`src/rtl/bin_vs_transfer_pkg.sv`:
```
// Shared bin-manager definitions: variable-state word layout and the
// BRAM transfer sequencer states.
package bin_mgr_pkg;

  localparam int unsigned VALUE_W = 3;
  localparam int unsigned LVL_W   = 16;

  typedef struct packed {
    logic [VALUE_W-1:0] value;
    logic [LVL_W-1:0]   lvl;
  } vs_word_t;

  typedef enum logic [2:0] {
    IDLE,
    LOAD,
    DRAIN,
    STORE,
    FIN
  } xfer_state_t;

endpackage

```
`src/rtl/bin_vs_transfer_if.sv`:
```
// Port-A BRAM / bin datapath bundle for the variable-state transfer engine.
// master = transfer engine, slave = surrounding bin manager + BRAM.
interface bin_vs_transfer_if #(
  parameter int unsigned DATA_WIDTH = 19,
  parameter int unsigned ADDR_WIDTH = 10,
  parameter int unsigned VALUE_W    = 3,
  parameter int unsigned LVL_W      = 16,
  parameter int unsigned IDX_W      = 4
) ();

  logic                  start_load;
  logic                  start_store;
  logic [ADDR_WIDTH-1:0] base_addr;
  logic [IDX_W-1:0]      len;
  logic                  busy;
  logic                  done;
  logic                  wea;
  logic [ADDR_WIDTH-1:0] addra;
  logic [DATA_WIDTH-1:0] dina;
  logic [DATA_WIDTH-1:0] douta;
  logic                  vs_valid;
  logic [IDX_W-1:0]      vs_index;
  logic [VALUE_W-1:0]    vs_value;
  logic [LVL_W-1:0]      vs_lvl;
  logic [IDX_W-1:0]      st_index;
  logic [VALUE_W-1:0]    st_value;
  logic [LVL_W-1:0]      st_lvl;

  modport master (
    input  start_load, start_store, base_addr, len, douta, st_value, st_lvl,
    output busy, done, wea, addra, dina, vs_valid, vs_index, vs_value, vs_lvl,
           st_index
  );

  modport slave (
    output start_load, start_store, base_addr, len, douta, st_value, st_lvl,
    input  busy, done, wea, addra, dina, vs_valid, vs_index, vs_value, vs_lvl,
           st_index
  );

endinterface

```
`src/rtl/bin_vs_transfer.sv`:
```
// Port-A initiator moving one bin's {value,lvl} words between BRAM and the
// bin datapath as a LOAD (BRAM -> bin) or STORE (bin -> BRAM) burst.
module bin_vs_transfer #(
  parameter int unsigned DATA_WIDTH = 19,
  parameter int unsigned ADDR_WIDTH = 10,
  parameter int unsigned VALUE_W    = 3,
  parameter int unsigned LVL_W      = 16,
  parameter int unsigned NUM_VARS   = 8,
  parameter int unsigned IDX_W      = 4
) (
  input  logic                 clk,
  input  logic                 rst,
  bin_vs_transfer_if.master    bus
);

  import bin_mgr_pkg::*;

  xfer_state_t           state_q;
  logic [IDX_W-1:0]      cnt_q;
  logic [IDX_W-1:0]      n_q;
  logic                  busy_q;
  logic                  done_q;
  logic                  wea_q;
  logic [ADDR_WIDTH-1:0] addra_q;
  logic [DATA_WIDTH-1:0] dina_q;
  logic                  vs_valid_q;
  logic [IDX_W-1:0]      vs_index_q;
  logic [IDX_W-1:0]      st_index_q;

  logic [IDX_W-1:0]      n_clamp_d;
  logic [ADDR_WIDTH-1:0] first_addr_d;
  logic [DATA_WIDTH-1:0] word_d;
  logic [IDX_W-1:0]      cnt_inc_d;

  always_comb begin
    n_clamp_d    = (bus.len > IDX_W'(NUM_VARS)) ? IDX_W'(NUM_VARS) : bus.len;
    first_addr_d = bus.base_addr + ADDR_WIDTH'(1);
    word_d       = DATA_WIDTH'({bus.st_value, bus.st_lvl});
    cnt_inc_d    = cnt_q + IDX_W'(1);
  end

  // cnt_q: LOAD = index of the address currently on addra;
  //        STORE = number of words already captured into dina.
  always_ff @(posedge clk or posedge rst) begin
    if (rst) begin
      state_q    <= IDLE;
      cnt_q      <= '0;
      n_q        <= '0;
      busy_q     <= 1'b0;
      done_q     <= 1'b0;
      wea_q      <= 1'b0;
      addra_q    <= '0;
      dina_q     <= '0;
      vs_valid_q <= 1'b0;
      vs_index_q <= '0;
      st_index_q <= '0;
    end else begin
      done_q     <= 1'b0;
      wea_q      <= 1'b0;
      vs_valid_q <= 1'b0;
      case (state_q)
        IDLE: begin
          busy_q     <= 1'b0;
          vs_index_q <= '0;
          st_index_q <= '0;
          if (bus.start_load || bus.start_store) begin
            busy_q <= 1'b1;
            n_q    <= n_clamp_d;
            cnt_q  <= '0;
            if (n_clamp_d == '0) begin
              state_q <= FIN;
              done_q  <= 1'b1;
            end else if (bus.start_load) begin
              state_q <= LOAD;
              addra_q <= first_addr_d;
            end else begin
              // Word 0 is presented by the bin during the start cycle itself.
              state_q    <= STORE;
              wea_q      <= 1'b1;
              addra_q    <= first_addr_d;
              dina_q     <= word_d;
              cnt_q      <= IDX_W'(1);
              st_index_q <= (n_clamp_d == IDX_W'(1)) ? '0 : IDX_W'(1);
            end
          end
        end

        LOAD: begin
          vs_valid_q <= 1'b1;
          vs_index_q <= cnt_q;
          if (cnt_q == n_q - IDX_W'(1)) begin
            state_q <= DRAIN;
            done_q  <= 1'b1;
          end else begin
            addra_q <= addra_q + ADDR_WIDTH'(1);
            cnt_q   <= cnt_inc_d;
          end
        end

        DRAIN: begin
          state_q    <= IDLE;
          busy_q     <= 1'b0;
          vs_index_q <= '0;
        end

        STORE: begin
          if (cnt_q == n_q) begin
            state_q    <= FIN;
            done_q     <= 1'b1;
            st_index_q <= '0;
          end else begin
            wea_q      <= 1'b1;
            addra_q    <= addra_q + ADDR_WIDTH'(1);
            dina_q     <= word_d;
            cnt_q      <= cnt_inc_d;
            st_index_q <= (cnt_inc_d == n_q) ? '0 : cnt_inc_d;
          end
        end

        FIN: begin
          state_q <= IDLE;
          busy_q  <= 1'b0;
        end

        default: begin
          state_q <= IDLE;
          busy_q  <= 1'b0;
        end
      endcase
    end
  end

  assign bus.busy     = busy_q;
  assign bus.done     = done_q;
  assign bus.wea      = wea_q;
  assign bus.addra    = addra_q;
  assign bus.dina     = dina_q;
  assign bus.vs_valid = vs_valid_q;
  assign bus.vs_index = vs_index_q;
  assign bus.st_index = st_index_q;
  assign bus.vs_value = bus.douta[DATA_WIDTH-1 -: VALUE_W];
  assign bus.vs_lvl   = bus.douta[LVL_W-1:0];

endmodule

```
`src/flat_wrapper.sv`:
```
// flat-port wrapper written by rule: the top's interface ports become plain ports
module bin_vs_transfer_flat import bin_mgr_pkg::*;
#(
  parameter int unsigned DATA_WIDTH = 19,
  parameter int unsigned ADDR_WIDTH = 10,
  parameter int unsigned VALUE_W    = 3,
  parameter int unsigned LVL_W      = 16,
  parameter int unsigned NUM_VARS   = 8,
  parameter int unsigned IDX_W      = 4
)
  (clk, rst, bus_start_load, bus_start_store, bus_base_addr, bus_len, bus_douta, bus_st_value, bus_st_lvl, bus_busy, bus_done, bus_wea, bus_addra, bus_dina, bus_vs_valid, bus_vs_index, bus_vs_value, bus_vs_lvl, bus_st_index);
  bin_vs_transfer_if #(.DATA_WIDTH(DATA_WIDTH), .ADDR_WIDTH(ADDR_WIDTH), .VALUE_W(VALUE_W), .LVL_W(LVL_W), .IDX_W(IDX_W)) bus_i ();
  input  logic clk;
  input  logic rst;
  input wire logic [$bits(bus_i.start_load)-1:0] bus_start_load;
  input wire logic [$bits(bus_i.start_store)-1:0] bus_start_store;
  input wire logic [$bits(bus_i.base_addr)-1:0] bus_base_addr;
  input wire logic [$bits(bus_i.len)-1:0] bus_len;
  input wire logic [$bits(bus_i.douta)-1:0] bus_douta;
  input wire logic [$bits(bus_i.st_value)-1:0] bus_st_value;
  input wire logic [$bits(bus_i.st_lvl)-1:0] bus_st_lvl;
  output wire logic [$bits(bus_i.busy)-1:0] bus_busy;
  output wire logic [$bits(bus_i.done)-1:0] bus_done;
  output wire logic [$bits(bus_i.wea)-1:0] bus_wea;
  output wire logic [$bits(bus_i.addra)-1:0] bus_addra;
  output wire logic [$bits(bus_i.dina)-1:0] bus_dina;
  output wire logic [$bits(bus_i.vs_valid)-1:0] bus_vs_valid;
  output wire logic [$bits(bus_i.vs_index)-1:0] bus_vs_index;
  output wire logic [$bits(bus_i.vs_value)-1:0] bus_vs_value;
  output wire logic [$bits(bus_i.vs_lvl)-1:0] bus_vs_lvl;
  output wire logic [$bits(bus_i.st_index)-1:0] bus_st_index;
  assign bus_i.start_load = bus_start_load;
  assign bus_i.start_store = bus_start_store;
  assign bus_i.base_addr = bus_base_addr;
  assign bus_i.len = bus_len;
  assign bus_i.douta = bus_douta;
  assign bus_i.st_value = bus_st_value;
  assign bus_i.st_lvl = bus_st_lvl;
  assign bus_busy = bus_i.busy;
  assign bus_done = bus_i.done;
  assign bus_wea = bus_i.wea;
  assign bus_addra = bus_i.addra;
  assign bus_dina = bus_i.dina;
  assign bus_vs_valid = bus_i.vs_valid;
  assign bus_vs_index = bus_i.vs_index;
  assign bus_vs_value = bus_i.vs_value;
  assign bus_vs_lvl = bus_i.vs_lvl;
  assign bus_st_index = bus_i.st_index;
  bin_vs_transfer #(.DATA_WIDTH(DATA_WIDTH), .ADDR_WIDTH(ADDR_WIDTH), .VALUE_W(VALUE_W), .LVL_W(LVL_W), .NUM_VARS(NUM_VARS), .IDX_W(IDX_W)) u_core (.clk(clk), .rst(rst), .bus(bus_i));
endmodule
```
`config.mk`:
```
export PLATFORM = sky130hd
export DESIGN_NAME = bin_vs_transfer_flat
export DESIGN_NICKNAME = d
export VERILOG_FILES = /design/src/rtl/bin_vs_transfer_pkg.sv /design/src/rtl/bin_vs_transfer_if.sv /design/src/rtl/bin_vs_transfer.sv /design/src/flat_wrapper.sv
export SDC_FILE = /design/constraint.sdc
export NUM_CORES = 1
export LEC_CHECK = 0
export BUFFER_PORTS_ARGS = -buffer_cell sky130_fd_sc_hd__buf_2
export CAP_MARGIN = 25
export CORE_MARGIN = 2
export CORE_UTILIZATION = 45
export CTS_CLUSTER_SIZE = 14
export DETAILED_ROUTE_END_ITERATION = 8
export MAX_ROUTING_LAYER = met4
export PLACE_DENSITY = 0.75
export SETUP_SLACK_MARGIN = 0.02
export SLEW_MARGIN = 25
export SYNTH_ARGS = -nofsm -noshare
export SYNTH_HDL_FRONTEND = slang
export SYNTH_SLANG_ARGS = --single-unit
```
`constraint.sdc`:
```
create_clock -name clk -period 3.2 [get_ports clk]
set_input_delay 0.64 -clock clk [delete_from_list [all_inputs] [get_ports clk]]
set_output_delay 0.64 -clock clk [all_outputs]
set_load 0.005 [all_outputs]
```
Word level (Yosys, flattened, before mapping)
Index checks and enable logic that the tools add are counted.

word-level totals
  bits in registers = 52
  bits of input ports = 56
  output and inout port bits = 60
  word-level logic and storage cells = 87

operators by class
  $add $sub $neg = 4
  order comparisons = 1
  equal/unequal tests = 14
  muxes and demuxes = 44
  reductions and logical operators = 13

operators by type and width
  operator                 count
  $mux W19                 4
  $mux W10                 4
  $mux W4                  10
  $pmux W19 S2             1
  $pmux W10 S3             1
  $add A10 B1 Y10 const B  2
  $pmux W4 S2              2
  $eq A4 B4 Y1             3
  $mux W1                  12
  $mux W3                  4
  $pmux W4 S3              1
  $reduce_and A5 Y1        2
  $pmux W3 S3              1
  $ne A2 B2 Y1 const B     4
  $eq A3 B2 Y1 const B     2
  $ne A2 B1 Y1 const B     3
  $add A4 B1 Y4 const B    1
  $eq A4 B1 Y1 const B     1
  $gt A4 B4 Y1 const B     1
  $logic_not A4 Y1         1
  $pmux W1 S2              2
  $reduce_and A4 Y1        1
  $reduce_bool A2 Y1       2
  $reduce_or A2 Y1         2
  other kinds (9)          9

Longest topological paths before layout
Gate-level depths: netlist of run 1.

  depth after elaboration = 8
  mapped depth = 12
  mapped depth without buffers = 9

Worst setup path before layout of run 1
OpenSTA, ideal clock, no wires.

  path kind = reg-to-reg
  start point = register u_core.state_q[0]
  end point = register u_core.addra_q[8], in the netlist u_core.bus.addra[8]
  library setup time = 123 ps
  arrival time = 2046 ps
  slack = 1031 ps
  cell stages (with the launch flop) = 12
  period minus slack after synthesis = 2169 ps
  cell sequence = dfrtp_1 buf_4 nand2b_1 buf_2 buf_1 nand2_1 nand2_1 ha_1 nand4_1 nor4b_1 a21oi_1 o221a_2

on the way
  cells in the longest elaborated chain, start to end = 3
  elaborated cells between the ends (all ways) = 10
  those cells by class = 6 x eq/ne; 1 x mux; 3 x reduce/logical

RTL lines
  item                                                  RTL line               RTL
  from (decl)                                           bin_vs_transfer.sv:18  xfer_state_t state_q;
  from (signal assigned)                                bin_vs_transfer.sv:46  state_q <= IDLE;
  from (signal assigned)                                bin_vs_transfer.sv:71  state_q <= FIN;
  from (signal assigned)                                bin_vs_transfer.sv:74  state_q <= LOAD;
  $eq A3 B2 Y1, or another cell as far along            bin_vs_transfer.sv:61  case (state_q)
  $ne A2 B2 Y1 (no line), or another cell as far along  -
  $reduce_and A5 Y1 (no line)                           -
  to (signal assigned)                                  bin_vs_transfer.sv:75  addra_q <= first_addr_d;
  to (signal assigned)                                  bin_vs_transfer.sv:80  addra_q <= first_addr_d;
  to (signal assigned)                                  bin_vs_transfer.sv:95  addra_q <= addra_q + ADDR_WIDTH'(1);
  to (decl)                                             bin_vs_transfer.sv:24  logic [ADDR_WIDTH-1:0] addra_q;

Parallel ways exist; a longest one is shown, timed or not.
A chain may end at the register's enable or synchronous reset.

Worst setup path after layout of run 1
  start point = register u_core.n_q[0]
  end point = register u_core.addra_q[3], in the netlist u_core.bus.addra[3]

on the way
  cells in the longest elaborated chain, start to end = 4
  elaborated cells between the ends (all ways) = 6
  those cells by class = 1 x add/sub; 4 x eq/ne; 1 x reduce/logical

RTL lines
  item                             RTL line                RTL
  from (decl)                      bin_vs_transfer.sv:20   logic [IDX_W-1:0] n_q;
  from (signal assigned)           bin_vs_transfer.sv:68   n_q <= n_clamp_d;
  $sub A4 B1 Y4                    bin_vs_transfer.sv:91   if (cnt_q == n_q - IDX_W'(1)) begin
  $eq A4 B4 Y1                     bin_vs_transfer.sv:91
  $ne A2 B2 Y1 (no line)           -
  $reduce_and A5 Y1 (no line) (*)  -
  to (signal assigned)             bin_vs_transfer.sv:80
  to (signal assigned)             bin_vs_transfer.sv:95
  to (signal assigned)             bin_vs_transfer.sv:113  addra_q <= addra_q + ADDR_WIDTH'(1);

Mark *: on every way between the ends. The rest lies on a longest branch, timed or not.

==> summary.md, run 1 <==
| Metric | Value |
|---|---|
| Final net count | 406 |
| Post-cts resize count | 0 |
| Peak Freq | 428.2 MHz |
| Maximum fanout along the worst path | 7 |
| Reg2Reg Setup Slack | 0.86 ns |
| Clock slew at reported path FFs | 0.09 ns |
| Largest area contributor in the netlist | dfrtp_1 |
| Initial antenna violation count | 0 |
| #FFs+latches synth | 52 |
| Sequential fraction of the synthesis area | 0.4420 |
| Vias/cell | 5.529 |
| Status | completed |
| # H-tree levels | 2 |
| Clock latency on the worst-skew pair | 0.30 ns |
| P&R area growth vs syn | 13.51% |
| RSZ-0062 raised after global routing | false |
| Kind of critical path | flip-flop to flip-flop |
| Core ar. | 6350 sq um |
| Most frequent cells in the layout | buf_2 (77), dfrtp_1 (52), nand2_1 (32) |
| Clock Sink Count | 52 |
| Tmin final | 2.335 ns |
| Number of remaining DRC errors | 0 |
| Post-route setup TNS | 0 ns |
| Clock Path Buffers | 2 |
| Final hold violation count | 0 |
| Critical path capture point type | flip-flop |
| Die W | 84.89 um |
| Worst hold path type | primary input to async pin |
| CTS Hold Bufs | 0 |
| Number of flops mapped to enable cells by yosys | 0 |
| CTS tree | built |
| Synth area leaders | dfrtp_1 (44%), mux2_2 (8.4%), buf_4 (5.1%), nand2_1 (4.1%), o21ai_0 (3.2%) |
| IO Port Bufs | 77 |
| Synth async-reset ratio | 1.000 |
| Mapped Avg Cell Area | 10.12 sq um |
| Iter 0 DRT Violations | 169 |
| ANT cells | 0 |
| Yosys top cell area share | 0.4420 |
| Die height | 84.89 um |
| Main synth FF type | dfrtp_1 |
| Final period utilization | 0.7298 |
| PD cells | 1142 nW/um^2 |
| Pre-antenna DRT Iters | 5 |
| Crit start category | flip-flop |
| Total GRT Usage | 0.1880 |
| Hold slack | 0.4197 ns |
| Grt total ovfl | 0 |
| Initial Util | 0.4636 |
| CTS root buf | clkbuf_8 |
| Filler cells | 579 |
| DP HPWL | 4677 um |
| Max_cap viols | 0 |
| Final ANT Viol Nets | 0 |
| Largest net degree at the start of global routing | 53 |
| Critical Path AT | 2.54 ns |
| Slew HR | 0.5845 |
| YS warnings | 0 |
| Vias in the first global route | 2,366 |
| FP Rows | 29 |
| Ports | 116 |
| Cells after Synth | 291 |
| Die area | 7205 sq um |
| Global-route wire length before repair | 10,790 um |
| Setup-failing EPs final | 0 |
| DR WL/cell | 15.02 um |
| TritonCTS buffer count | 5 |
| Worst endpoint required time | 3.41 ns |
| Final WL | 6383 um |
| Slew @ Worst Pin | 0.6232 ns |
| Maximum VDD drop | 0.4917 mV |
| Leakage power | 1.569 nW |
| Mapped Nets | 350 |
| Cell Area, Synth | 2944 sq um |
| Slew Limit Fails | 0 |
| Share of cells above drive strength 1 | 0.3592 |
| Worst Skew | 0.005856 ns |
| Final Wtd Congestion | 0.9051 |
| Post-CTS Setup Bufs | 0 |
| DR vias | 2,350 |
| Synth cell types | 59 |
| Leading cell type in the layout, fill and taps excluded | buf_2 |
==> per-layer routing <==
metal,routed length [um],global-route usage,vias up
li1,-,-,1129
met1,2793,0.2449,1112
met2,3057,0.2956,96
met3,422,0.03113,13
met4,110,0.07359,0
met5,0,-,-
==> per-stage QoR <==
stage          cells  instance area [sq um]  total power [mW]    util  worst slack (ns)
2_1_floorplan    291                   2944             2.871       -             1.031
3_3_place_gp     417                   3248             3.375  0.5115            0.9254
3_5_place_dp     417                   3251             3.457  0.5119            0.8889
4_1_cts          425                   3342             3.838  0.5263            0.8772
5_1_grt          425                   3342             4.152  0.5263            0.6262
6_report         425                   3342             3.816  0.5263            0.8645
==> synthesized netlist by cell type, types with 2 or more instances <==
cell type	n
o21ai_0	19
a21o_1	2
clkbuf_1	4
a22oi_1	2
a2111oi_0	4
xor2_1	5
dfrtp_1	52
nand2_1	32
inv_1	11
buf_2	6
buf_4	20
xnor2_1	6
a311oi_1	2
a21oi_1	11
a22o_1	3
o22ai_1	4
nand3b_1	3
nor2_1	24
ha_1	3
o31ai_1	2
nand4_1	2
nand3_1	4
mux2i_1	3
a31oi_1	2
nor2b_1	3
o211a_1	2
nor3_1	2
and3_1	3
nand2b_1	3
o221a_2	2
mux2_2	22
==> critical path, stage by stage, from the launching register on <==
cell and delay (ns):
dfrtp_1 0.44, inv_1 0.09, ha_1 0.31, xor2_1 0.20, nand2_1 0.07, nand4bb_2 0.31, o2111ai_4 0.37, a2111oi_0 0.18
a311oi_1 0.28
==> area by class of cell <==
class                   instances  area (sq um)  area share
multi-input cells             195          1388      0.4152
flip-flops and latches         52          1301      0.3894
repair buffers                 81         415.4      0.1243
well taps                      77         96.34     0.02883
clock buffers                   5         68.82     0.02059
inverters                      12         50.05     0.01498
clock inverters                 3         22.52    0.006739
==> final timing paths <==
kind                       cells past startpoint                      to                    from
setup / recovery                               8     u_core.bus.addra[3]           u_core.n_q[0]
hold / removal                                 2      u_core.bus.dina[5]                     rst
setup reg to reg                               8     u_core.bus.addra[3]           u_core.n_q[0]
hold reg to reg                                2  u_core.bus.st_index[3]  u_core.bus.st_index[3]
max in group asynchronous                      2  u_core.bus.vs_index[3]                     rst
min in group clk                               2  u_core.bus.st_index[3]  u_core.bus.st_index[3]
==> state kept, by name, summed over array words and instances, names as in the netlist <==
signal / flops
u_core.bus.addra: 10
u_core.bus.busy: 1
u_core.bus.dina: 19
u_core.bus.done: 1
u_core.bus.st_index: 4
u_core.bus.vs_index: 4
u_core.bus.vs_valid: 1
u_core.bus.wea: 1
u_core.cnt_q: 4
u_core.n_q: 4
u_core.state_q: 3
==> power by group <==
part | leakage [nW] | switching [mW] | internal (mW) | total (mW)
clock network | 0.0485 | 0.219 | 0.157 | 0.376
logic | 0.888 | 1.10 | 1.02 | 2.12
registers | 0.632 | 0.334 | 0.983 | 1.32
==> cell families after synthesis <==
logic type,count (synthesis),share of synthesized area
flops,52,0.4420
fa+ha+maj,3,0.01275
simple gates,85,0.1454
compound gates,68,0.1666
buf+inv,44,0.08755
xor+xnor,13,0.04760
mux,26,0.09817
Power figures use the tool's default switching activity.
==> inputs of run 2 (changes only) <==
CORE_UTILIZATION = 44   (was 45)
PLACE_DENSITY = 0.76   (was 0.75)
clock period = 2 ns   (was 3.2 ns; I/O delays follow)
==> summary.md, run 2 (synthesized netlist as in run 1, its figures left out) <==
| Metric | Value |
|---|---|
| CTS tree | built (unchanged) |
| Crit-path cells | buf_4 > nor3_4 > xnor2_2 > nand4_1 > o211a_4 > a221o_1 > a21oi_1 (was inv_1 > ha_1 > xor2_1 > nand2_1 > nand4bb_2 > o2111ai_4 > a2111oi_0 > a311oi_1) |
| Final hold violation count | 0 (unchanged) |
| TritonCTS buffer count | 5 (unchanged) |
| PD cells | 1937 nW/um^2 (was 1142 nW/um^2) |
| RSZ-0062 raised after global routing | true (was false) |
| Post-layout instance area | 3824 sq um (was 3342 sq um) |
| Worst endpoint required time | 2.24 ns (was 3.41 ns) |
| Crit-path leading delay family | compound AO/OA/AOI/OAI gates (unchanged) |
| DR vias | 2,544 (was 2,350) |
| DR WL/cell | 16.10 um (was 15.02 um) |
| Maximum VDD drop | 1.050 mV (was 0.4917 mV) |
| Worst hold path type | primary input to async pin (unchanged) |
| Vias/cell | 5.555 (was 5.529) |
| Iter 0 DRT Violations | 179 (was 169) |
| Critical path capture point type | flip-flop (unchanged) |
| Vias in the first global route | 2,349 (was 2,366) |
| CTS root buf | clkbuf_8 (unchanged) |
| Crit path largest cell delay | 0.41 ns (was 0.44 ns) |
| Initial antenna violation count | 0 (unchanged) |
| Peak Freq | 474.5 MHz (was 428.2 MHz) |
| Die area | 7362 sq um (was 7205 sq um) |
| CTS Hold Bufs | 0 (unchanged) |
| Dpl cells | 446 (was 417) |
| Largest net degree at the start of global routing | 26 (was 53) |
| Leading cell type in the layout, fill and taps excluded | buf_2 (unchanged) |
| Slew @ Worst Pin | 0.4690 ns (was 0.6232 ns) |
| Filler cells | 533 (was 579) |
| CP bufs+invs | 1 (unchanged) |
| Internal power | 4.254 mW (was 2.159 mW) |
| Total GRT Usage | 0.1984 (was 0.1880) |
| Ports | 116 (unchanged) |
| Final period utilization | 1.054 (was 0.7298) |
| Slew HR | 0.6841 (was 0.5845) |
| Grt total ovfl | 0 (unchanged) |
| Clock latency on the worst-skew pair | 0.31 ns (was 0.30 ns) |
| Reg2reg end | u_core.bus.addra[2] (was u_core.bus.addra[3]) |
| Pre-antenna DRT Iters | 7 (was 5) |
| Global-route wire length before repair | 11,330 um (was 10,790 um) |
| Worst setup margin | -0.1077 ns (was 0.8645 ns) |
| Gate power share | 0.644 (was 0.556) |
| Reg2Reg Launch Point | u_core.n_q[0] (unchanged) |
| Clk pwr share | 0.081 (was 0.099) |
| Final Wtd Congestion | 0.8951 (was 0.9051) |
| Die height | 85.80 um (was 84.89 um) |
| Seq. cell area | 1305 sq um (was 1301 sq um) |
| Largest register FFs | 19 (unchanged) |
| Non-Filler Instances | 458 (was 425) |
| Reg2Reg Setup Slack | -0.11 ns (was 0.86 ns) |
| Number of remaining DRC errors | 7 (was 0) |
| Slew Limit Fails | 0 (unchanged) |
| Final net count | 439 (was 406) |
| Slowest-stage cell, CP | dfrtp_1 (unchanged) |
| ANT cells | 0 (unchanged) |
| Cells on worst reg2reg path | 7 (was 8) |
| Hold slack | 0.05542 ns (was 0.4197 ns) |
| IO Port Bufs | 77 (unchanged) |
| Share of cells above drive strength 1 | 0.4803 (was 0.3592) |
| Status | finished with violations (was completed) |
| Clock Sink Count | 52 (unchanged) |
| Setup-failing EPs final | 8 (was 0) |
| Clock slew at reported path FFs | 0.10 ns (was 0.09 ns) |
| Maximum fanout along the worst path | 6 (was 7) |
| Most frequent cells in the layout | buf_2 (77), dfrtp_1 (49), nand2_1 (32) (was buf_2 (77), dfrtp_1 (52), nand2_1 (32)) |
| Net Sw Frac | 0.4254 (was 0.4342) |
| Die W | 85.80 um (was 84.89 um) |
| P&R area growth vs syn | 29.88% (was 13.51%) |
| Final ANT Viol Nets | 0 (unchanged) |
| Switching pwr | 3.150 mW (was 1.657 mW) |
| Flop pwr share | 0.275 (was 0.345) |
| Crit start category | flip-flop (unchanged) |
| Kind of critical path | flip-flop to flip-flop (unchanged) |
| FP Rows | 29 (unchanged) |
| Final WL | 7374 um (was 6383 um) |
| Dpl cell area | 3543 sq um (was 3251 sq um) |
| Failing checks | design-rule violations, negative setup slack |
| Core ar. | 6422 sq um (was 6350 sq um) |
| Max_cap viols | 0 (unchanged) |
| # H-tree levels | 2 (unchanged) |
| Critical Path AT | 2.34 ns (was 2.54 ns) |
| Initial Util | 0.4584 (was 0.4636) |
| Clock Path Buffers | 2 (unchanged) |
| Tmin final | 2.108 ns (was 2.335 ns) |
| Area of the multi-input gates | 1568 sq um (was 1388 sq um) |
| DP HPWL | 5263 um (was 4677 um) |
| Worst Skew | 0.01451 ns (was 0.005856 ns) |
| Final Core Density | 0.5954 (was 0.5263) |
| Leakage power | 1.773 nW (was 1.569 nW) |
## run 2: changes by cell type in the layout (fill, tap and decap cells not counted), moves of 3 or more
cell / previous run / this run
buf_4: 4 / 31
buf_12: 0 / 4
a2111oi_0: 4 / 1
dfrtp_1: 52 / 49
dfrtp_2: 0 / 3
inv_2: 0 / 3
## run 2: power by group through the flow
stage               Sequential, mW  Combinational, mW  Clock (mW)
finish                        2.04               4.77       0.598
global placement              1.98               4.05           0
CTS                           1.99               4.26       0.618
global route                  2.10               5.17       0.663
floorplan                     1.98               2.74           0
detailed placement            2.01               4.18           0
## run 2: repair_timing
| item | 4_1_cts | 5_1_grt |
|---|---|---|
| pin swaps | 2 | 7 |
| buffers inserted | 0 | 3 |
| gates resized for setup | 3 | 31 |
| endpoints found under the setup margin | 2 | 35 |
| gates cloned | 0 | 1 |
## run 2: worst max-delay path by stage
stage,startpoint,end,cells after the start
CTS,u_core.n_q[0],u_core.bus.addra[2],8
floorplan,u_core.n_q[1],u_core.bus.addra[6],9
finish,u_core.n_q[0],u_core.bus.addra[2],7
detailed placement,u_core.n_q[0],u_core.bus.addra[2],7
global placement,bus_start_load,u_core.bus.dina[11],6
global route,u_core.n_q[0],u_core.bus.addra[2],7
## run 2: cell type report
| class | count | area share |
|---|---|---|
| Timing Repair inverter | 1 | 0.001636 |
| Inverter | 12 | 0.01309 |
| Tap cell | 77 | 0.02520 |
| Timing Repair Buffer | 113 | 0.1855 |
| Clock inverter | 2 | 0.004254 |
| Multi-Input combinational cell | 195 | 0.4100 |
| Sequential cell | 52 | 0.3413 |
| Clock buffer | 6 | 0.01898 |
## run 2: stage by stage
step	setup slack [ns]	TNS, ns	total power, mW
after floorplan	-0.01141	-0.02282	4.722
after global placement	0.01527	0	6.036
after detailed placement	-0.05127	-0.05127	6.188
after CTS	0.02299	0	6.863
after global routing	-0.1882	-1.330	7.933
final	-0.1077	-0.4951	7.405
## run 2: routing by layer
layer  routed length, um  up-vias  GRT usage
li1                    -     1188          -
met1                3079     1225     0.2604
met2                3676      115     0.3175
met3                 503       16    0.04042
met4                 114        0    0.04906
met5                   0        -          -
